## config.mk

```make
export PLATFORM = sky130hd
export DESIGN_NAME = int_ctrl
export DESIGN_NICKNAME = d
export VERILOG_FILES = /design/src/rtl/int_ctrl.sv
export SDC_FILE = /design/constraint.sdc
export NUM_CORES = 1
export LEC_CHECK = 0
export ABC_AREA = 1
export CAP_MARGIN = 10
export CORE_ASPECT_RATIO = 0.8
export CORE_MARGIN = 3
export CORE_UTILIZATION = 41
export CTS_CLUSTER_DIAMETER = 150
export DETAILED_ROUTE_END_ITERATION = 7
export PLACE_DENSITY = 0.88
export REMOVE_ABC_BUFFERS = 1
export SLEW_MARGIN = 15
export SYNTH_ARGS = -nofsm -noshare
export SYNTH_HDL_FRONTEND = slang
export SYNTH_SLANG_ARGS = --single-unit
```

## constraint.sdc

```tcl
create_clock -name clk -period 1.15 [get_ports clk]
set_input_delay 0.1725 -clock clk [delete_from_list [all_inputs] [get_ports clk]]
set_output_delay 0.1725 -clock clk [all_outputs]
set_load 0.005 [all_outputs]
```

## src/rtl/int_ctrl.sv

```systemverilog
// Interrupt request controller feeding CP0 HWInt[7:2]: latches, masks and prioritises
// six sources, presents one stable one-hot request and tracks the accepted one until EOI/eret.
module int_ctrl #(
    parameter int NSRC = 6
) (
    input  logic            clk,
    input  logic            reset,
    input  logic [NSRC-1:0] irq_src,
    input  logic            we,
    input  logic [1:0]      addr,
    input  logic [31:0]     wdata,
    output logic [31:0]     rdata,
    input  logic            int_taken,
    input  logic            eret_w,
    output logic [NSRC-1:0] hwint,
    output logic [2:0]      cur_id
);

    typedef enum logic [1:0] {
        ST_IDLE = 2'd0,
        ST_REQ  = 2'd1,
        ST_SVC  = 2'd2
    } state_t;

    function automatic logic [2:0] onehot_to_id(input logic [NSRC-1:0] oh);
        logic [2:0] id;
        id = 3'd7;
        for (int i = NSRC - 1; i >= 0; i--) begin
            if (oh[i]) id = 3'(i);
        end
        return id;
    endfunction

    state_t          state_q, state_d;
    logic [NSRC-1:0] mode_q, mode_d;
    logic [NSRC-1:0] mask_q, mask_d;
    logic [NSRC-1:0] epend_q, epend_d;
    logic [NSRC-1:0] src_q;
    logic [NSRC-1:0] inserv_q, inserv_d;
    logic [NSRC-1:0] hwint_q, hwint_d;
    logic [2:0]      cur_id_q, cur_id_d;
    logic            gap_q, gap_d;

    logic            wr_mode_s, wr_mask_s, wr_pend_s, wr_eoi_s, take_s;
    logic [NSRC-1:0] rise_s, clr_s, pending_s, eligible_s, winner_s;
    logic            unused_wdata_s;

    assign wr_mode_s      = we && (addr == 2'd0);
    assign wr_mask_s      = we && (addr == 2'd1);
    assign wr_pend_s      = we && (addr == 2'd2);
    assign wr_eoi_s       = we && (addr == 2'd3);
    assign take_s         = (state_q == ST_REQ) && int_taken;
    assign rise_s         = irq_src & ~src_q;
    assign pending_s      = (mode_q & epend_q) | (~mode_q & irq_src);
    assign eligible_s     = pending_s & mask_q;
    assign winner_s       = eligible_s & (~eligible_s + {{(NSRC-1){1'b0}}, 1'b1});
    assign unused_wdata_s = ^wdata[31:NSRC];

    // Register file updates and edge-latched pending; set beats clear, level bits never latch.
    always_comb begin
        mode_d = wr_mode_s ? wdata[NSRC-1:0] : mode_q;
        mask_d = wr_mask_s ? wdata[NSRC-1:0] : mask_q;
        clr_s  = (wr_pend_s ? wdata[NSRC-1:0] : {NSRC{1'b0}})
               | (take_s ? hwint_q : {NSRC{1'b0}});
        epend_d = mode_d & (rise_s | (epend_q & ~clr_s));
    end

    // Request/service FSM; gap_q keeps hwint low for one IDLE cycle after a service ends.
    always_comb begin
        state_d  = state_q;
        hwint_d  = hwint_q;
        inserv_d = inserv_q;
        gap_d    = 1'b0;
        case (state_q)
            ST_IDLE: begin
                hwint_d = {NSRC{1'b0}};
                if ((eligible_s != {NSRC{1'b0}}) && !gap_q) begin
                    hwint_d = winner_s;
                    state_d = ST_REQ;
                end else begin
                    state_d = ST_IDLE;
                end
            end
            ST_REQ: begin
                if (int_taken) begin
                    inserv_d = hwint_q;
                    hwint_d  = {NSRC{1'b0}};
                    state_d  = ST_SVC;
                end else if ((hwint_q & eligible_s) == {NSRC{1'b0}}) begin
                    hwint_d = {NSRC{1'b0}};
                    state_d = ST_IDLE;
                end else begin
                    state_d = ST_REQ;
                end
            end
            ST_SVC: begin
                hwint_d = {NSRC{1'b0}};
                if (wr_eoi_s || eret_w) begin
                    inserv_d = {NSRC{1'b0}};
                    gap_d    = 1'b1;
                    state_d  = ST_IDLE;
                end else begin
                    state_d = ST_SVC;
                end
            end
            default: begin
                hwint_d  = {NSRC{1'b0}};
                inserv_d = {NSRC{1'b0}};
                state_d  = ST_IDLE;
            end
        endcase
        cur_id_d = onehot_to_id(inserv_d);
    end

    // Bus read mux, combinational on addr.
    always_comb begin
        case (addr)
            2'd0:    rdata = {{(32-NSRC){1'b0}}, mode_q};
            2'd1:    rdata = {{(32-NSRC){1'b0}}, mask_q};
            2'd2:    rdata = {{(32-NSRC){1'b0}}, pending_s};
            2'd3:    rdata = {{(32-NSRC){1'b0}}, inserv_q};
            default: rdata = 32'd0;
        endcase
    end

    // State and register flops.
    always_ff @(posedge clk or negedge reset) begin
        if (!reset) begin
            state_q  <= ST_IDLE;
            mode_q   <= {NSRC{1'b0}};
            mask_q   <= {NSRC{1'b0}};
            epend_q  <= {NSRC{1'b0}};
            src_q    <= {NSRC{1'b0}};
            inserv_q <= {NSRC{1'b0}};
            hwint_q  <= {NSRC{1'b0}};
            cur_id_q <= 3'd7;
            gap_q    <= 1'b0;
        end else begin
            state_q  <= state_d;
            mode_q   <= mode_d;
            mask_q   <= mask_d;
            epend_q  <= epend_d;
            src_q    <= irq_src;
            inserv_q <= inserv_d;
            hwint_q  <= hwint_d;
            cur_id_q <= cur_id_d;
            gap_q    <= gap_d;
        end
    end

    assign hwint  = hwint_q;
    assign cur_id = cur_id_q;

endmodule

```

After elaboration in Yosys (flattened, before gate mapping)
Cells that the tools add are included.
W data, S select, Z words.
{"block": "totals", "ff_bits": 42, "latch_bits": 0, "mem_bits_rw": 0, "romBits": 0, "input_bits": 45, "output_inout_bits": 41, "elab_cells": 67, "memories": 0}
{"block": "classes", "n_addsub": 1, "multipliers": 0, "n_div": 0, "n_lt_le_gt_ge": 0, "eq_ne": 6, "n_shift": 0, "mux": 24, "bitwise": 15, "reduce_logical": 12}
{"op": "$pmux W32 S4", "count": 1}
{"op": "$and A6 B6 Y6", "count": 8}
{"op": "$mux W6", "count": 8}
{"op": "$not A6 Y6", "count": 4}
{"op": "$or A6 B6 Y6", "count": 3}
{"op": "$pmux W6 S3", "count": 1}
{"op": "$mux W3", "count": 5}
{"op": "$pmux W6 S2", "count": 1}
{"op": "$add A6 B1 Y6 const B", "count": 1}
{"op": "$eq A2 B2 Y1 const B", "count": 3}
{"op": "$logic_and A1 B1 Y1", "count": 6}
{"op": "$logic_not A6 Y1", "count": 1}
{"op": "$mux W2", "count": 3}
{"op": "$pmux W2 S3", "count": 1}
{"op": "$reduce_bool A6 Y1", "count": 1}
{"op": "$eq A2 B1 Y1 const B", "count": 2}
{"op": "$logic_not A2 Y1", "count": 2}
{"op": "$mux W1", "count": 4}
{"op": "$ne A3 B2 Y1 const B", "count": 1}
{"op": "$logic_not A1 Y1", "count": 1}
{"op": "$logic_or A1 B1 Y1", "count": 1}

Depth between registers and ports, before layout
{"block": "logic_depth", "ltp_word": 11, "mapped_depth": 11, "depth_no_buf": 11}

Worst setup path before layout
Ideal clock, no wire load.
{"block": "synth_path", "kind": "reg2reg", "from": "register state_q[0]", "to": "register hwint_q[5] (netlist: hwint[5])", "arrival_time_ns": 1.158, "required_ns": 1.084, "slack_ns": -0.074, "path_stages_with_launch": 6, "synth_period_minus_slack_ns": 1.224, "cell_sequence": "dfrtp_1 -> nor2_4 -> clkinv_1 -> nor2_1 -> nand4_1 -> nand2_1"}
{"block": "synth_via", "elab_chain_len": 2, "elab_cells_between_ends": 4, "cone_classes": "eq/ne: 2; mux: 1; reduce/logical: 1"}
{"item": "start, declared", "line": "34", "text": "state_t state_q, state_d;"}
{"item": "start signal, assigned", "line": "139", "text": "state_q <= state_d;"}
{"item": "$eq A2 B1 Y1 or $logic_not A2 Y1 (tied branches)", "line": "74", "text": "case (state_q)"}
{"item": "$pmux W6 S2 or $ne A3 B2 Y1 (tied branches)"}
{"item": "end signal, assigned", "line": "135", "text": "hwint_q <= {NSRC{1'b0}};"}
{"item": "end signal, assigned", "line": "145", "text": "hwint_q <= hwint_d;"}
{"item": "end, declared", "line": "40", "text": "logic [NSRC-1:0] hwint_q, hwint_d;"}
Several ways; a longest one is shown, not always the timed one.
A chain may end at the register's enable or synchronous reset.

Worst setup path after layout
{"block": "layout_path", "from": "register epend_q[4]", "to": "output port rdata[4]"}
{"block": "layout_via", "elab_chain_len": 3}
{"item": "start, declared", "line": "37", "text": "logic [NSRC-1:0] epend_q, epend_d;"}
{"item": "start signal, assigned", "line": "132", "text": "epend_q <= {NSRC{1'b0}};"}
{"item": "start signal, assigned", "line": "142", "text": "epend_q <= epend_d;"}
{"item": "$and A6 B6 Y6", "line": "54", "text": "assign pending_s = (mode_q & epend_q) | (~mode_q & irq_src);"}
{"item": "$or A6 B6 Y6", "line": "54"}
{"item": "$pmux W32 S4", "line": "117", "text": "case (addr)"}
{"item": "end, declared", "line": "12", "text": "output logic [31:0] rdata,"}
Every way passes these cells. The select of a mux whose other input is x is not followed.

==> results.txt <==
----------------------------------------------------
[Floorplanning]
  Cell row count ... 24
  Ports ... 86
  Core region area ... 0.00559 sq mm
  Die area ... 0.00689 sq mm
  Die height ... 74.9 um
  Die width ... 92.1 um
  Effective utilization at floorplan ... 0.435

[Setup path]
  Setup slack of the worst register-to-register path ... -400 ps
  Cell with the largest stage delay on the worst path ... sky130_fd_sc_hd__dfrtp_1
  Top cell by count, worst path ... sky130_fd_sc_hd__nand2_1
  Gate family responsible for the most delay along the worst path ... flip-flops
  Capturing point of the worst reg2reg path ... hwint[0]$_DFFE_PN0P_
  Worst Setup Start Kind ... register
  Data arrival, critical path ... 1420 ps
  Chain of cells forming the critical path ... inv_1 -> nand2_1 -> o21ai_1 -> o22ai_1 -> a21oi_1 -> nand2_1 -> buf_2
  Critical Setup Path Class ... reg -> out
  Maximum fanout encountered on the critical timing path ... 2
  R2r worst-path depth ... 11
  Buffers & Inverters on Critical Path ... 2
  Worst Setup End Kind ... output pin
  Reg-to-reg startpoint ... mode_q[3]$_DFF_PN0_
  Logic depth of the worst setup path including buffers ... 7
  Delay of the slowest critical-path stage ... 390 ps
  CP required ... 980 ps

[Timing]
  Worst Hold Margin ... 320 ps
  Final Cycle Share ... 1.38
  Setup-violating endpoint count in the final report ... 29
  Fin crit period ... 1590 ps
  Max-slew violation count ... 0
  Setup repair after global routing missed its margin ... true
  Final Hold Viols ... 0
  Setup clock skew after layout ... 13.8 ps
  Maximum achievable frequency ... 630 MHz
  Post-route worst setup slack ... -438 ps

[Routing]
  Drt total wl ... 9.29 mm
  # DRC ... 0
  Post-DR vias/cell ... 5.44
  Initial DRC Count ... 319
  Total iterations of the first detailed-routing run ... 5
  DRT antenna net count ... 0
  Total number of vias ... 2786
  Routed wire per std cell ... 18.1 um

[Global route]
  GRT Util Overall ... 0.258
  Global route total overflow ... 0
  Antenna violations before repair ... 0
  First-pass GRT wire length ... 13.4 mm
  Maximum number of pins on one net before global-route repair ... 23
  Via count of the first global-routing pass ... 2705

[Logic synthesis]
  Library cell with the largest summed area after synthesis ... sky130_fd_sc_hd__dfrtp_1
  Number of library cell types mapped by synthesis ... 25
  Synthesized instance count ... 319
  Yosys top cell area share ... 0.402
  Leading post-synthesis cells by cell area ... sky130_fd_sc_hd__dfrtp_1 40%, sky130_fd_sc_hd__nand2_1 16%, sky130_fd_sc_hd__buf_4 8.3%, sky130_fd_sc_hd__inv_1 6.6%, sky130_fd_sc_hd__nand3_1 5.4%
  Synth Warn # ... 0
  Commonest register cell after synthesis ... sky130_fd_sc_hd__dfrtp_1
  Post-synthesis area per instance ... 7.62 sq um
  Mapped Area ... 0.00243 sq mm
  Sequential cell area fraction in the yosys report ... 0.434
  Share of synthesized flip-flops with an asynchronous set or reset ... 1.00
  Top cell types by occurrence after synthesis ... 103 x sky130_fd_sc_hd__nand2_1, 43 x sky130_fd_sc_hd__inv_1, 39 x sky130_fd_sc_hd__dfrtp_1
  Yosys reg bits ... 42
  Dominant cell by count in the synthesized netlist ... sky130_fd_sc_hd__nand2_1
  Count of flip-flops with a built-in enable after synthesis ... 0

[Power and ir drop]
  Maximum ir drop on the vdd rail ... 0.754 mV
  Total power draw ... 6110 uW
  Lkg Pwr ... 0.00195 uW
  P per Cell Area ... 1600 mW/mm^2

[Clock tree]
  Depth of the CTS H-tree ... 2
  CTS tree ... yes
  CTS Root Buffer Type ... sky130_fd_sc_hd__clkbuf_8
  CTS Buf Count ... 5
  Max clock buf depth ... 2
  Number of sinks driven by the clock tree ... 42
  Reg clk slew, reported paths ... 90 ps
  Skew-Pair Late Insertion Delay ... 310 ps

[Final layout]
  Share of final-layout standard cells stronger than drive strength 1 ... 0.486
  Post-Layout Inst Area ... 0.00381 sq mm
  Area used by multi-input combinational logic ... 0.00145 sq mm
  Area growth from synthesis to layout ... 56.7%
  Final cell count without fillers ... 512
  Number of diodes ... 0
  Register cell area after layout ... 0.00106 sq mm
  Final-stage net count ... 478
  Fill cell total of the finished layout ... 393

[Place]
  Post-DP HPWL ... 5.04 mm
  Inst Count DP ... 476
  Cell Area, Placed ... 0.00312 sq mm
  RePlAce Congestion ... 0.950
  Worst setup slack after placement ... -797 ps
  Number of input and output port buffers inserted ... 33

[Run]
  Number of maximum-capacitance violations ... 0

[Hold path]
  Worst min-delay path category ... in -> async

[Status]
  Outcome ... finished, violations left
  Violations in the final reports ... setup timing

----------------------------------------------------
report_power, final:
part	total [uW]	internal, uW	switching [uW]
registers	2000	1760	233
clock network	1010	485	529
logic	3100	1400	1700
total	6110	3650	2460
flip-flops by register name, indices dropped and copies added (netlist names):
register,count
gap_q,1
mode_q,6
mask_q,6
cur_id,3
state_q,2
epend_q,6
inserv_q,6
src_q,6
hwint,6
stage by stage:
step,TNS (ps),utilization
3_3_place_gp,-19580,0.559
4_1_cts,-5290,0.639
2_1_floorplan,-674,-
6_report,-7030,0.682
3_5_place_dp,-21500,0.559
5_1_grt,-8760,0.682
how the worst max path moves through the flow:
| stage | to | slack (ps) | start |
|---|---|---|---|
| after floorplan | hwint[5]$_DFFE_PN0P_ | -70 | state_q[0]$_DFF_PN0_ |
| after global placement | rdata[3] | -750 | addr[1] |
| after detailed placement | rdata[3] | -800 | addr[1] |
| after CTS | rdata[5] | -340 | mode_q[5]$_DFF_PN0_ |
| after global routing | rdata[4] | -570 | epend_q[4]$_DFF_PN0_ |
| final | rdata[4] | -440 | epend_q[4]$_DFF_PN0_ |
area by class of cell:
type,count,area share
sequential,42,0.278
clock buffer,7,0.0227
tap,78,0.0256
inverter,47,0.0466
multi-input combinational,226,0.381
clock inverter,1,0.00131
timing repair buffer,111,0.245
placed cells by master (no fill, tap or decap), drive strengths merged, types with 2 or more instances in the layout:
cell type / synthesis / routed
mux2: 5 / 5
dfrtp: 39 / 39
nor2: 19 / 19
nand2: 104 / 104
clkinv: 1 / 2
nand4: 4 / 4
a21oi: 14 / 14
clkdlybuf4s50: 0 / 14
o2111ai: 4 / 4
o22ai: 2 / 2
buf: 29 / 87
clkbuf: 0 / 9
clkdlybuf4s15: 0 / 6
conb: 1 / 26
nand3: 29 / 29
o21ai: 15 / 15
inv: 46 / 46
dfstp: 3 / 3
routing by layer:
layer,wire (um),global-route usage,share of wire
met1,3340,0.298,0.36
met2,4480,0.445,0.48
met3,864,0.0769,0.093
met4,603,0.132,0.065
met5,0,0,0
cells by family after synthesis:
group                  count (synthesis)  share of synthesized area
AND/OR/NAND/NOR                      159                      0.296
buffers and inverters                 76                      0.160
flip-flops                            42                      0.434
multiplexers                           5                     0.0232
other                                  1                    0.00154
AO/OA/AOI/OAI                         36                     0.0855
repair_timing:
item / 4_1_cts / 5_1_grt
hold buffers: 1 / 0
setup buffers: 23 / 9
endpoints found under the setup margin: 49 / 40
resized for setup: 117 / 72
pin swaps: 36 / 44
hold endpoints to repair: 11 / 0
(Power assumes the default switching activity.)
==> edit 1, RTL diff (same settings) <==
Remove the register `cur_id_q`: a continuous assignment takes its place, so the output `cur_id` follows one clock earlier.
--- a/src/rtl/int_ctrl.sv
+++ b/src/rtl/int_ctrl.sv
@@ -133,7 +133,6 @@
             src_q    <= {NSRC{1'b0}};
             inserv_q <= {NSRC{1'b0}};
             hwint_q  <= {NSRC{1'b0}};
-            cur_id_q <= 3'd7;
             gap_q    <= 1'b0;
         end else begin
             state_q  <= state_d;
@@ -143,10 +142,11 @@
             src_q    <= irq_src;
             inserv_q <= inserv_d;
             hwint_q  <= hwint_d;
-            cur_id_q <= cur_id_d;
             gap_q    <= gap_d;
         end
     end
+
+    assign cur_id_q = cur_id_d;
 
     assign hwint  = hwint_q;
     assign cur_id = cur_id_q;
Function: changed (a bounded check fails within 4 cycles, from zero or initial values and one cycle with reset low).
==> edit 1 against the unedited design <==
The flow still finishes with violations (negative setup slack). Setup slack worse by 0.35 ns. Power up 3.0%. Sequential cell count down 3. Wire length up 6.1%. Utilization up 6.4 points. Area after synthesis down 4.1%. Combinational power up 13%. Final area up 2.6%. Sequential share of layout area down 2.7 points. Via count up 5.3%. Synthesized cell count down 0.94%. Hold slack better by 0.059 ns. Critical endpoint is now cur_id[1].
==> edit 1: results (changes against the unedited design) <==
stage,metric,value,unit,change
layout,multi_input_area_share,36.2,%,-1.9 points
worst_setup_path,cpPeakStageDelay,0.49,ns,+0.10 ns
layout,clock_cell_area_share,2.08,%,-0.32 points
sta,layout_setup_ws,-0.787,ns,-0.349 ns
grt,gr-usage-all-layers,26.9,%,+1.1 points
worst_setup_path,path_max_fanout,13,,+11
placed_design,routabilityCongestion,0.923,,-2.8%
layout,nets,496,,+3.8%
power,p_seq_share,29.9,%,-2.8 points
layout,fillerInstances,324,,-18%
sta,setup_viol,30,,+3.4%
layout,drive_gt1_share,48.0,%,-0.61 points
sta,finalSetupTns,-10.76,ns,-3.73 ns
worst_setup_path,arrival,1.76,ns,+0.34 ns
layout,design.seq.count,39,,-7.1%
yosys,ys_top_cells_by_area,"dfrtp_1 (42%), nand2_1 (17%), buf_4 (8.7%)",,
power,p_int,0.00374,W,+2.5%
power,p_seq,0.00188,W,-6%
yosys,synthTopCellsByCount,"nand2_1 (103), inv_1 (42), dfrtp_1 (39)",,
placed_design,dpl.hpwl,4.68,mm,-7.2%
status,violations,negative setup slack,,
status,status,"complete, but fails checks",,
placed_design,dp.cells,469,,-1.5%
layout,fin_util,74.6,%,+6.4 points
power,pg_clk,0.000921,W,-9%
worst_setup_path,critPathTopFamily,buffers and inverters,,
[edit 1: changes by cell type in the layout (fill, tap and decap cells not counted), sizes merged]
| cell | change |
|---|---|
| clkinv | -1 |
| clkbuf | -1 |
| dfstp | -3 |
| clkdlybuf4s15 | -6 |
| clkinvlp | +1 |
| dlymetal6s2s | -1 |
| buf | +28 |
| dlygate4sd2 | +1 |
[edit 1: worst paths after layout]
| kind | start | to | slack (ns) | cells past startpoint |
|---|---|---|---|---|
| min in group clk | irq_src[2] | src_q[2] | 0.40 | 1 |
| min | reset | mask_q[1] | 0.38 | 3 |
| max reg2reg | state_q[1] | gap_q | -0.70 | 11 |
| min reg2reg | src_q[5] | epend_q[5] | 0.49 | 3 |
| max in group asynchronous | reset | state_q[1] | 0.56 | 3 |
| max | int_taken | cur_id[1] | -0.79 | 10 |
[edit 1: what timing repair did]
| action | 4_1_cts | 5_1_grt |
|---|---|---|
| cloned | 1 | 0 |
| buffers inserted | 57 | 12 |
| hold buffers | 1 | 0 |
| pin swaps | 33 | 19 |
| endpoints found under the hold margin | 39 | 0 |
| endpoints found under the setup margin | 44 | 47 |
| gates resized for setup | 159 | 56 |
[edit 1: cell families after synthesis]
logic type | count (synthesis) | share of synthesized area, %
AO/OA/AOI/OAI | 36 | 8.91
buffers and inverters | 76 | 16.7
flip-flops | 39 | 41.9
multiplexers | 5 | 2.42
other | 1 | 0.161
AND/OR/NAND/NOR | 159 | 30.0
[edit 1: per-layer routing]
metal  part of all wire (%)  track usage, %  wire [µm]
met5                      0               0          0
met4                    8.1            16.3        797
met3                    8.5            5.83        835
met2                     47            47.9       4620
met1                     37            30.0       3600
[edit 1: tightest hold or removal path, delay by kind of cell]
family	cells	cell delay [ns]
buffers and inverters	3	0.87
==> edit 2, RTL diff (same settings) <==
Without the edit above. The parameter `NSRC` goes from 6 to 12.
--- a/src/rtl/int_ctrl.sv
+++ b/src/rtl/int_ctrl.sv
@@ -1,7 +1,7 @@
 // Interrupt request controller feeding CP0 HWInt[7:2]: latches, masks and prioritises
 // six sources, presents one stable one-hot request and tracks the accepted one until EOI/eret.
 module int_ctrl #(
-    parameter int NSRC = 6
+    parameter int NSRC = 12
 ) (
     input  logic            clk,
     input  logic            reset,
Interface: changed (resized hwint and irq_src); port bits go from 86 to 98. No check against the original RTL was run, so the function may have changed too.
==> edit 2 against the unedited design <==
The flow still finishes with violations (negative setup slack). Wire length rose by 90%. Power is 96% higher. Combinational power is 80% higher. Setup slack got worse by 0.29 ns. Fmax fell by 16%. Final area grew 80%. Critical path type is now flip-flop to flip-flop. Hold slack better by 0.0034 ns. Clock power rose to 2.9 times the old value. Count of clock-buffer cells in the layout is 6 higher. Largest cell class unchanged. Highest routed layer unchanged. Area after synthesis grew 66%. Sequential cell count increased by 36.
==> edit 2: results (changes against the unedited design) <==
stage,metric,value,unit,change
routing,first_iter_violations,623,,+95%
yosys,yosysUniqueCellTypes,35,,+40%
worst_setup_path,path_max_fanout,6,,+4
sta,skew,0.00774,ns,-0.00602 ns
layout,fillerInstances,552,,+40%
grt,antenna_found_initial,0,,unchanged
placed_design,dpl.hpwl,9.33,mm,+85%
min_path,min-delay-path-class,primary input to flip-flop,,
worst_setup_path,crit_path_top_delay_cell,dfrtp_1,,
sta,setup_viol,70,,+140%
clock_network,cts_root_buf,clkbuf_16,,
sta,period_needed,1.88,ns,+0.292 ns
yosys,ys_top_cells_by_area,"dfrtp_1 (47%), nand2_1 (14%), inv_1 (7.2%)",,
worst_setup_path,critPathTopFamily,simple AND/OR/NAND/NOR gates,,
routing,dr_total_vias,4893,,+76%
placed_design,dpl_cell_area,0.00555,mm²,+78%
routing,firstDrtPassIters,6,,+1
placed_design,routabilityCongestion,0.956,,+0.59%
clock_network,clkLatencyLatePin,0.35,ns,+0.04 ns
yosys,yosysSeqAreaShare,48.6,%,+5.2 points
clock_network,cts_buffer_depth,2,,unchanged
clock_network,clk_pin_slew,0.06,ns,-0.03 ns
clock_network,htree_levels,3,,+1
power,p_leak,3.47,nW,+78%
layout,nets,780,,+63%
grt,gr-usage-all-layers,28.0,%,+2.2 points
grt,grt_max_degree,79,,+240%
routing,wl_per_cell,20.8,µm,+15%
power,peakVddDrop,887,µV,+18%
sta,layout_setup_ws,-0.730,ns,-0.292 ns
layout,drive_gt1_share,48.2,%,-0.39 points
sta,finalSetupTns,-21.29,ns,-14.26 ns
status,status,"complete, but fails checks",,
status,violations,negative setup slack,,
grt,grt_pass1_vias,4763,,+76%
worst_setup_path,arrival,2.10,ns,+0.68 ns
yosys,yosys_warnings,0,,unchanged
clock_network,cts_made_buffers,9,,+4
yosys,synthTopCellsByCount,"nand2_1 (149), inv_1 (77), dfrtp_1 (75)",,
grt,grt_pass1_wl,23.4,mm,+74%
yosys,synthArstFlopShare,100,%,unchanged
placed_design,portBuffers,57,,+73%
-- edit 2: final cells by class --
type,instances,share of cell area [%]
clock buffers,13,3.81
clock inverters,1,0.439
inverters,82,4.67
multi-input cells,337,31.6
flip-flops and latches,78,28.6
well taps,115,2.10
repair buffers,221,28.8
-- edit 2: timing repair --
action                                  4_1_cts  5_1_grt
resized for setup                           232      125
endpoints found under the setup margin       91       90
hold buffers                                  1        0
gates cloned                                  2        1
pin swaps                                    39       37
hold endpoints to repair                     75        0
setup buffers                                55       19
-- edit 2: path summary, 6_finish.rpt --
kind                                   from     endpoint  slack (ns)  depth (start not counted)
worst max register to register    mode_q[0]     hwint[6]       -0.73                         12
worst min-delay path            irq_src[11]    src_q[11]        0.32                          1
min in group asynchronous             reset     src_q[8]        0.40                          3
worst max-delay path              mode_q[0]     hwint[6]       -0.73                         12
worst min register to register    src_q[10]  epend_q[10]        0.50                          3
max in group asynchronous             reset    cur_id[2]        0.39                          3
-- edit 2: metal layers --
metal	share of wire, %	routed length (µm)	GRT usage (%)	vias up
met2	48	8480	47.4	379
met5	0	0	0	-
met4	7.6	1330	13.1	0
met3	9.8	1720	6.85	133
li1	-	-	-	2040
met1	35	6110	33.3	2341
-- edit 2: per-stage QoR --
stage	hold slack [ns]	worst slack [ns]	total power, W	instances	util (%)
6_report	0.323	-0.730	0.0120	847	73.4
5_1_grt	0.336	-0.824	0.0124	847	73.4
4_1_cts	0.324	-0.603	0.0107	843	68.7
3_5_place_dp	0.232	-0.958	0.00698	787	59.6
3_3_place_gp	0.222	-0.914	0.00681	787	59.6
2_1_floorplan	-0.123	-0.383	0.00493	495	-
-- edit 2: report_power, final --
group / total [W] / switching (W) / leakage [nW] / internal (W)
logic: 0.00557 / 0.00296 / 2.37 / 0.00260
clock network: 0.00290 / 0.00112 / 0.142 / 0.00178
registers: 0.00351 / 0.000337 / 0.962 / 0.00317
-- edit 2: worst register-to-register path, delay by kind of cell, from the launching register on --
kind,cells,cell delay [ns]
compound gates,1,0.10
simple gates,10,1.18
flops,1,0.40
buf+inv,1,0.07
-- edit 2: kinds of logic (layout without fill, tap and decap cells) --
group                  count (synthesis)  after routing  synth area share (%)
other                                  1             20                0.0932
AOI/OAI and AO/OA                     82             83                  12.7
DFF                                   78             78                  48.6
and+or+nand+nor                      223            224                  23.3
muxes                                 10             10                  2.80
buffers and inverters                112            317                  12.5
